<file path="src/rtl/cas_player.sv">
// Cassette playback engine: fetches bytes of a CAS image from tape RAM through a
// one-byte prefetch buffer and regenerates the FSK tape bit the console samples.
module cas_player #(
  parameter int ADDR_W = 18,
  parameter int HALF0  = 16,
  parameter int HALF1  = 8,
  parameter int LEADER = 64
) (
  input  logic              clk,
  input  logic              reset,
  input  logic              ce,
  input  logic              play,
  input  logic              rewind,
  input  logic [ADDR_W-1:0] tape_len,
  output logic [ADDR_W-1:0] mem_addr,
  output logic              mem_rd,
  input  logic [7:0]        mem_data,
  input  logic              mem_valid,
  output logic              data,
  output logic [ADDR_W-1:0] byte_count,
  output logic [2:0]        status
);

  // Handshake: mem_rd stays high with mem_addr stable up to and including the cycle
  // with mem_valid=1, which completes the read; mem_valid while mem_rd=0 is ignored.

  typedef enum logic [2:0] {S_IDLE, S_LEADER, S_START, S_BITS, S_WAIT, S_EOF} state_t;
  state_t state, state_n;

  logic [7:0]        tcnt, tcnt_n;
  logic [1:0]        half_idx, half_idx_n;
  logic [2:0]        bit_idx, bit_idx_n;
  logic [15:0]       lead_cnt, lead_cnt_n;
  logic [7:0]        shreg, buf_q;
  logic              buf_full, loaded;
  logic              underrun, underrun_n, eof, playing, playing_n, data_n, byte_done;
  logic              in_bit, cur_bit, at_start, hold, step, half_end, bit_end, take, fill;
  logic [7:0]        half_len;
  logic [1:0]        last_half;
  logic [ADDR_W-1:0] byte_next;

  assign in_bit    = (state == S_LEADER) || (state == S_START) || (state == S_BITS);
  assign cur_bit   = (state == S_LEADER) || ((state == S_BITS) && shreg[bit_idx]);
  assign half_len  = cur_bit ? 8'(HALF1) : 8'(HALF0);
  assign last_half = cur_bit ? 2'd3 : 2'd1;
  // A bit that has not started yet is a pause point: play=0 holds it here.
  assign at_start  = (tcnt == 8'd0) && (half_idx == 2'd0);
  assign hold      = at_start && !play;
  assign step      = ce && in_bit && !hold;
  assign half_end  = (tcnt == half_len - 8'd1);
  assign bit_end   = step && half_end && (half_idx == last_half);
  assign take      = (state == S_START) && buf_full && !loaded && !hold;
  assign fill      = mem_rd && mem_valid;
  assign byte_next = byte_count + ADDR_W'(1);

  always_ff @(posedge clk) begin
    if (reset || rewind) begin
      state      <= S_IDLE;
      tcnt       <= '0;
      half_idx   <= '0;
      bit_idx    <= 3'd7;
      lead_cnt   <= 16'(LEADER);
      shreg      <= '0;
      buf_q      <= '0;
      buf_full   <= 1'b0;
      loaded     <= 1'b0;
      underrun   <= 1'b0;
      eof        <= 1'b0;
      playing    <= 1'b0;
      data       <= 1'b0;
      mem_addr   <= '0;
      mem_rd     <= 1'b0;
      byte_count <= '0;
    end else begin
      state    <= state_n;
      tcnt     <= tcnt_n;
      half_idx <= half_idx_n;
      bit_idx  <= bit_idx_n;
      lead_cnt <= lead_cnt_n;
      underrun <= underrun_n;
      eof      <= (state_n == S_EOF);
      playing  <= playing_n;
      data     <= data_n;
      if (byte_done) begin
        byte_count <= byte_next;
        loaded     <= 1'b0;
      end
      if (fill) begin
        buf_q    <= mem_data;
        buf_full <= 1'b1;
        mem_rd   <= 1'b0;
        mem_addr <= mem_addr + ADDR_W'(1);
      end
      if (take) begin
        shreg    <= buf_q;
        loaded   <= 1'b1;
        buf_full <= 1'b0;
        if (mem_addr < tape_len) mem_rd <= 1'b1;
      end
      if ((state == S_IDLE) && play && (tape_len != '0)) mem_rd <= 1'b1;
    end
  end

  always_comb begin
    state_n    = state;
    tcnt_n     = tcnt;
    half_idx_n = half_idx;
    bit_idx_n  = bit_idx;
    lead_cnt_n = lead_cnt;
    underrun_n = underrun;
    byte_done  = 1'b0;
    if (step) begin
      if (half_end) begin
        tcnt_n     = '0;
        half_idx_n = bit_end ? 2'd0 : half_idx + 2'd1;
      end else begin
        tcnt_n = tcnt + 8'd1;
      end
    end
    case (state)
      S_IDLE: begin
        if (play) begin
          if (tape_len == '0)   state_n = S_EOF;
          else if (LEADER == 0) state_n = S_START;
          else                  state_n = S_LEADER;
        end
      end
      S_LEADER: begin
        if (bit_end) begin
          lead_cnt_n = lead_cnt - 16'd1;
          if (lead_cnt <= 16'd1) state_n = S_START;
        end
      end
      S_START: begin
        if (bit_end) begin
          bit_idx_n = 3'd7;
          if (loaded || take) begin
            state_n = S_BITS;
          end else begin
            state_n    = S_WAIT;
            underrun_n = 1'b1;
          end
        end
      end
      S_BITS: begin
        if (bit_end) begin
          bit_idx_n = bit_idx - 3'd1;
          if (bit_idx == 3'd0) begin
            byte_done = 1'b1;
            // >= also catches tape_len shrinking below the bytes already sent.
            if (byte_next >= tape_len) begin
              state_n = S_EOF;
            end else if (buf_full || fill) begin
              state_n = S_START;
            end else begin
              state_n    = S_WAIT;
              underrun_n = 1'b1;
            end
          end
        end
      end
      S_WAIT: begin
        if (ce && play && (buf_full || fill)) state_n = S_START;
      end
      S_EOF: begin
        state_n = S_EOF;
      end
      default: state_n = S_IDLE;
    endcase
  end

  always_comb begin
    data_n = in_bit ? data : 1'b0;
    if (step) data_n = !half_idx[0];
    playing_n = (state_n inside {S_LEADER, S_START, S_BITS, S_WAIT}) &&
                (play || (tcnt_n != 8'd0) || (half_idx_n != 2'd0));
  end

  assign status = {eof, underrun, playing};

endmodule

</file>
<file path="config.mk">
export PLATFORM = sky130hd
export DESIGN_NAME = cas_player
export DESIGN_NICKNAME = d
export VERILOG_FILES = /design/src/rtl/cas_player.sv
export SDC_FILE = /design/constraint.sdc
export NUM_CORES = 1
export LEC_CHECK = 0
export CAP_MARGIN = 20
export CORE_ASPECT_RATIO = 0.75
export CORE_MARGIN = 2
export CORE_UTILIZATION = 55
export DETAILED_ROUTE_END_ITERATION = 10
export GPL_ROUTABILITY_DRIVEN = 0
export PLACE_DENSITY = 0.9
export SETUP_SLACK_MARGIN = 0.2
export SYNTH_ARGS = -nofsm -noshare
export SYNTH_HDL_FRONTEND = slang
export SYNTH_SLANG_ARGS = --single-unit
</file>
<file path="constraint.sdc">
create_clock -name clk -period 6.7 [get_ports clk]
set_clock_uncertainty 0.15 [all_clocks]
set_input_delay 1.005 -clock clk [delete_from_list [all_inputs] [get_ports clk]]
set_output_delay 1.005 -clock clk [all_outputs]
set_load 0.02 [all_outputs]
</file>
* Yosys cells after proc, flatten, opt, wreduce, memory -nomap -nowiden *
Index checks and enable logic that the tools add are counted.

storage, ports and cells
  register bits = 91
  input port bits = 32
  output and inout bits = 41

operators by class
  add/subtract/negate cells = 7
  order comparisons = 4
  eq/ne operators = 19
  mux-type cells = 42
  reduce and logical (&&, ||, !) cells = 43

operators with widths
  kind                                                                                count
  3-bit two-way mux                                                                   13
  18-bit by 1-bit adder with 18-bit output (second input constant)                    2
  18-bit greater-or-equal comparator                                                  1
  18-bit zero test                                                                    1
  18-bit < comparator                                                                 1
  1-bit two-way mux                                                                   18
  3-bit one-hot mux with 6 select lines                                               1
  18-bit nonzero test                                                                 1
  16-bit by 1-bit less-or-equal comparator with 1-bit output (second input constant)  1
  1-bit logical AND                                                                   16
  8-bit two-way mux                                                                   2
  16-bit by 1-bit subtractor with 16-bit output (second input constant)               1
  3-bit by 2-bit equality test with 1-bit output (second input constant)              4
  3-bit equality test (second input constant)                                         4
  2-bit inequality test (second input constant)                                       5
  8-bit by 1-bit adder with 8-bit output (second input constant)                      1
  8-bit equality test                                                                 1
  8-bit zero test                                                                     1
  1-bit logical OR                                                                    8
  2-bit two-way mux                                                                   4
  8-bit nonzero test                                                                  1
  7-bit AND reduction                                                                 1
  3-bit by 1-bit equality test with 1-bit output (second input constant)              2
  3-bit zero test                                                                     2
  other kinds (17)                                                                    23

* Depth between registers and ports, before layout *
  depth after elaboration = 15
  depth in mapped cells = 15
  depth with buffers taken out = 15

* Worst setup path before layout *
Ideal clock, no wire load.

  path kind = flip-flop to flip-flop
  start = reg byte_count[0]
  end = reg playing
  library setup time = 0.086 ns
  arrival time = 3.982 ns
  data required time = 6.464 ns
  setup slack = 2.482 ns
  cell stages (with the launch flop) = 16
  path buffers = 0
  cell sequence = dfxtp_1 ha_1 nand2_1 nor4_1 and3_1 and3_1 nand3_1 xnor2_1 ha_1 a21oi_1 nand2_1 a2111oi_0 nand4_1 a211oi_4 xnor2_1 a221oi_2

between the ends
  word-level cells in the longest chain between the ends = 9
  elaborated cells between the ends (all ways) = 12

RTL lines
  what                                                                          RTL line  source
  start, declared                                                               20        output logic [ADDR_W-1:0] byte_count,
  start signal, assigned                                                        85        byte_count <= byte_next;
  18-bit by 1-bit adder with 18-bit output (*)                                  54        assign byte_next = byte_count + ADDR_W'(1);
  via byte_next[16]                                                             40        logic [ADDR_W-1:0] byte_next;
  18-bit greater-or-equal comparator (*)                                        151       if (byte_next >= tape_len) begin
  3-bit two-way mux (*)                                                         151
  3-bit two-way mux (*)                                                         148       if (bit_idx == 3'd0) begin
  3-bit two-way mux (*)                                                         146       if (bit_end) begin
  3-bit one-hot mux with 6 select lines (*)                                     120       case (state)
  3-bit by 1-bit equality test with 1-bit output, or another cell as far along  175       playing_n = (state_n inside {S_LEADER, S_START, S_BITS, S_WAIT}) &&
  4-bit nonzero test (*)                                                        175
  1-bit logical AND (*)                                                         175
  end signal, assigned                                                          82        playing <= playing_n;
  end, declared                                                                 36        logic underrun, underrun_n, eof, playing, playing_n, data_n, byte_done;

The timed path passes the listed nets; every way through them passes the cells marked *.
A chain may end at the register's enable or synchronous reset.

* Worst setup path in the final report *
Ends and elaborated chain as after synthesis.

==> key figures <==
Layout
  • Nets: 790
  • N_diodes: 0
  • Share of layout cells above drive strength 1: 0.05007
  • P&R area growth vs syn: 20.62%

Status
  • Outcome: completed

Die
  • Starting Density: 0.5625
  • Die area: 10610 µm²
  • Die Wd: 118.3 µm
  • I/O pin cnt: 73
  • Row Count: 31
  • Die Y: 89.73 µm
  • Core area: 9580 µm²

Critical path
  • Crit Path Class: register to register
  • Critical path data arrival time: 4830 ps
  • CP endpoint kind: register
  • Delay-heaviest family, CP: simple AND/OR/NAND/NOR gates
  • CP peak stage delay: 740 ps
  • CP bufs+invs: 0
  • CP Data Required Time: 6810 ps
  • Critical Path Source Type: register
  • Crit-path slowest cell: a2111oi_0
  • Crit path cell chain: ha_1, nand2_1, nor4_1, and3_1, and3_1, nand3_1, xnor2_1, ha_1, a21oi_1, nand2_1, a2111oi_0, nand4_1, a211oi_4, xnor2_1, a221oi_2
  • Worst Path Max Fanout: 6

Synthesis
  • Post-synth EDFFs: 0
  • Seq/Total Area, Yosys: 0.3381
  • Synth unique cells: 50
  • Synthesized area: 5389 µm²
  • Mapped Nets: 732
  • Synth top area share: 0.3381
  • Asr flop ratio synth: 0
  • Yosys reg bits: 91
  • Avg Cell Area, Syn: 8.215 µm²
  • Cells after Synth: 656
  • Top post-synthesis cells by area: dfxtp_1 (34%), ha_1 (10%), nor2_1 (6.0%), xor2_1 (5.9%), xnor2_1 (5.2%)
  • Area leader, netlist: dfxtp_1
  • Post-synth top cells: dfxtp_1 (91), nor2_1 (86), nand2_1 (67), ha_1 (44)
  • Most common flop cell mapped by yosys: dfxtp_1
  • Cell with the most instances after synthesis: dfxtp_1
  • Ys Warns: 0

Pwr
  • Pwr dens: 180.8 nW/µm²
  • Net Sw Frac: 0.2228
  • VDD IR max: 0.0001536 V
  • Flop pwr share: 0.463
  • Clock power share: 0.481
  • Pleak: 2.545 nW
  • Combinational power share: 0.056
  • Cell Int Power: 0.9133 mW
  • Psw: 0.2617 mW

STA
  • RSZ-0062 raised after global routing: no
  • Final Max Slew Viols: 0
  • Final Hold Vio Count: 0
  • Slew @ Worst Pin: 807.5 ps
  • Minimum clock period: 4720 ps
  • Hold Slack: 316.5 ps
  • Fmax: 0.2119 GHz
  • Max-Slew Margin vs Limit: 0.4478
  • Setup TNS Final: 0 ps
  • Setup violations, final: 0
  • Tcrit/Tclk final: 0.7044

Route
  • WL/cell: 16.11 µm
  • WL final: 13710 µm
  • Final ANT Viol Nets: 0
  • Number of vias per cell: 5.821
  • Residual DRC: 0
  • Iter 0 DRT Violations: 391
  • Drt pass-1 iters: 5
  • DR vias: 4954

Run
  • Max-cap violations: 0

Clock tree
  • CTS tree: built
  • Worst-skew pair later-pin latency: 350 ps
  • Clock sinks: 91
  • Clock buffer depth: 2
  • CTS Buf Count: 9
  • Root buf cell: clkbuf_16
  • Post-CTS setup buffers: 0
  • H-tree depth: 3
  • CTS Hold Bufs: 0
  • PostCTS Resize Cnt: 0
  • Clock-pin slew on the worst setup and hold paths: 70 ps

Global routing
  • Antenna violations before repair: 0
  • Vias in the first global route: 4862
  • GRT Overall Usage: 0.2637
  • Largest net degree at the start of global routing: 82
  • Remaining global-route overflow: 0
  • Global-route wire length before repair: 23230 µm

Place
  • HPWL Detailed: 9927 µm
  • PortBufs: 72

Hold path
  • Hold Path Class: register to register
path summary, 6_finish.rpt:
path	start	to	slack [ps]	depth (start not counted)
worst max-delay path	byte_count[0]	playing	1980	15
worst min-delay path	buf_q[0]	buf_q[0]	320	2
worst max register to register	byte_count[0]	playing	1980	15
worst min register to register	buf_q[0]	buf_q[0]	320	2
logic make-up after synthesis:
kind of cell,synth area share
adder cells (fa/ha/maj),0.1022
buffers and inverters,0.04365
multiplexers,0.02972
XOR/XNOR,0.1105
AND/OR/NAND/NOR,0.2605
flip-flops,0.3381
AO/OA/AOI/OAI,0.1154
metal layers:
layer | GRT usage | wire length (µm)
met1 | 0.3491 | 6020
met2 | 0.4244 | 6452
met3 | 0.05964 | 950
met4 | 0.09036 | 286
met5 | 0 | 0
power groups by stage:
stage	Combinational, mW	Clock [mW]	Sequential [mW]
CTS	0.0645	0.570	0.544
global placement	0.0609	0	0.556
detailed placement	0.0637	0	0.556
floorplan	0.0329	0	0.556
finish	0.0653	0.566	0.544
global route	0.0712	0.592	0.544
through the flow:
stage	power (mW)	std cells	worst slack, ps	cell area, µm²	util
2_1_floorplan	0.5885	656	2482	5389	-
3_3_place_gp	0.6171	835	2402	6167	0.6437
3_5_place_dp	0.6200	835	2131	6167	0.6437
4_1_cts	1.179	851	2054	6500	0.6785
5_1_grt	1.207	851	1573	6500	0.6785
6_report	1.175	851	1980	6500	0.6785
sequential cells by signal, indices dropped and copies added, names as in the netlist:
register and count:
byte_count 18, mem_addr 18, lead_cnt 16, buf_q 8
shreg 8, tcnt 8, bit_idx 3, state 3
half_idx 2, buf_full 1, data 1, eof 1
loaded 1, mem_rd 1, playing 1, underrun 1
area by class of cell:
cell class              count  area (µm²)
flip-flops and latches     91        1822
fillers                   732        3080
clock buffers              10       239.0
inverters                  32       120.1
well taps                 132       165.2
clock inverters             6       93.84
multi-input cells         507        3332
repair buffers             73       728.2
worst register-to-register path: stages (launching register included):
cell and delay [ps]:
dfxtp_1 450, ha_1 290, nand2_1 80, nor4_1 540
and3_1 290, and3_1 240, nand3_1 150, xnor2_1 210
ha_1 280, a21oi_1 150, nand2_1 100, a2111oi_0 740
nand4_1 270, a211oi_4 330, xnor2_1 120, a221oi_2 260
placed cells by master, fill, tap and decap left out, types with 3 or more instances in the layout:
cell | synthesis | final
o21ai_0 | 24 | 24
or2_2 | 3 | 3
ha_1 | 44 | 44
a31oi_1 | 5 | 5
nor3_1 | 17 | 17
xnor2_1 | 32 | 32
inv_1 | 32 | 32
nor2_1 | 86 | 86
and4_1 | 6 | 6
nand4_1 | 13 | 13
nor2b_1 | 3 | 3
nand3_1 | 32 | 32
o21a_1 | 3 | 3
dfxtp_1 | 91 | 91
clkbuf_16 | 0 | 9
mux2i_1 | 10 | 10
nand2_1 | 67 | 67
xor2_1 | 36 | 36
and3_1 | 11 | 11
and2_1 | 9 | 9
clkdlybuf4s50_1 | 0 | 72
or3_1 | 9 | 9
nand2b_1 | 7 | 7
a21oi_1 | 36 | 36
a21o_1 | 8 | 8
nor4_1 | 9 | 9
a211oi_1 | 6 | 6
(Power assumes the default switching activity.)
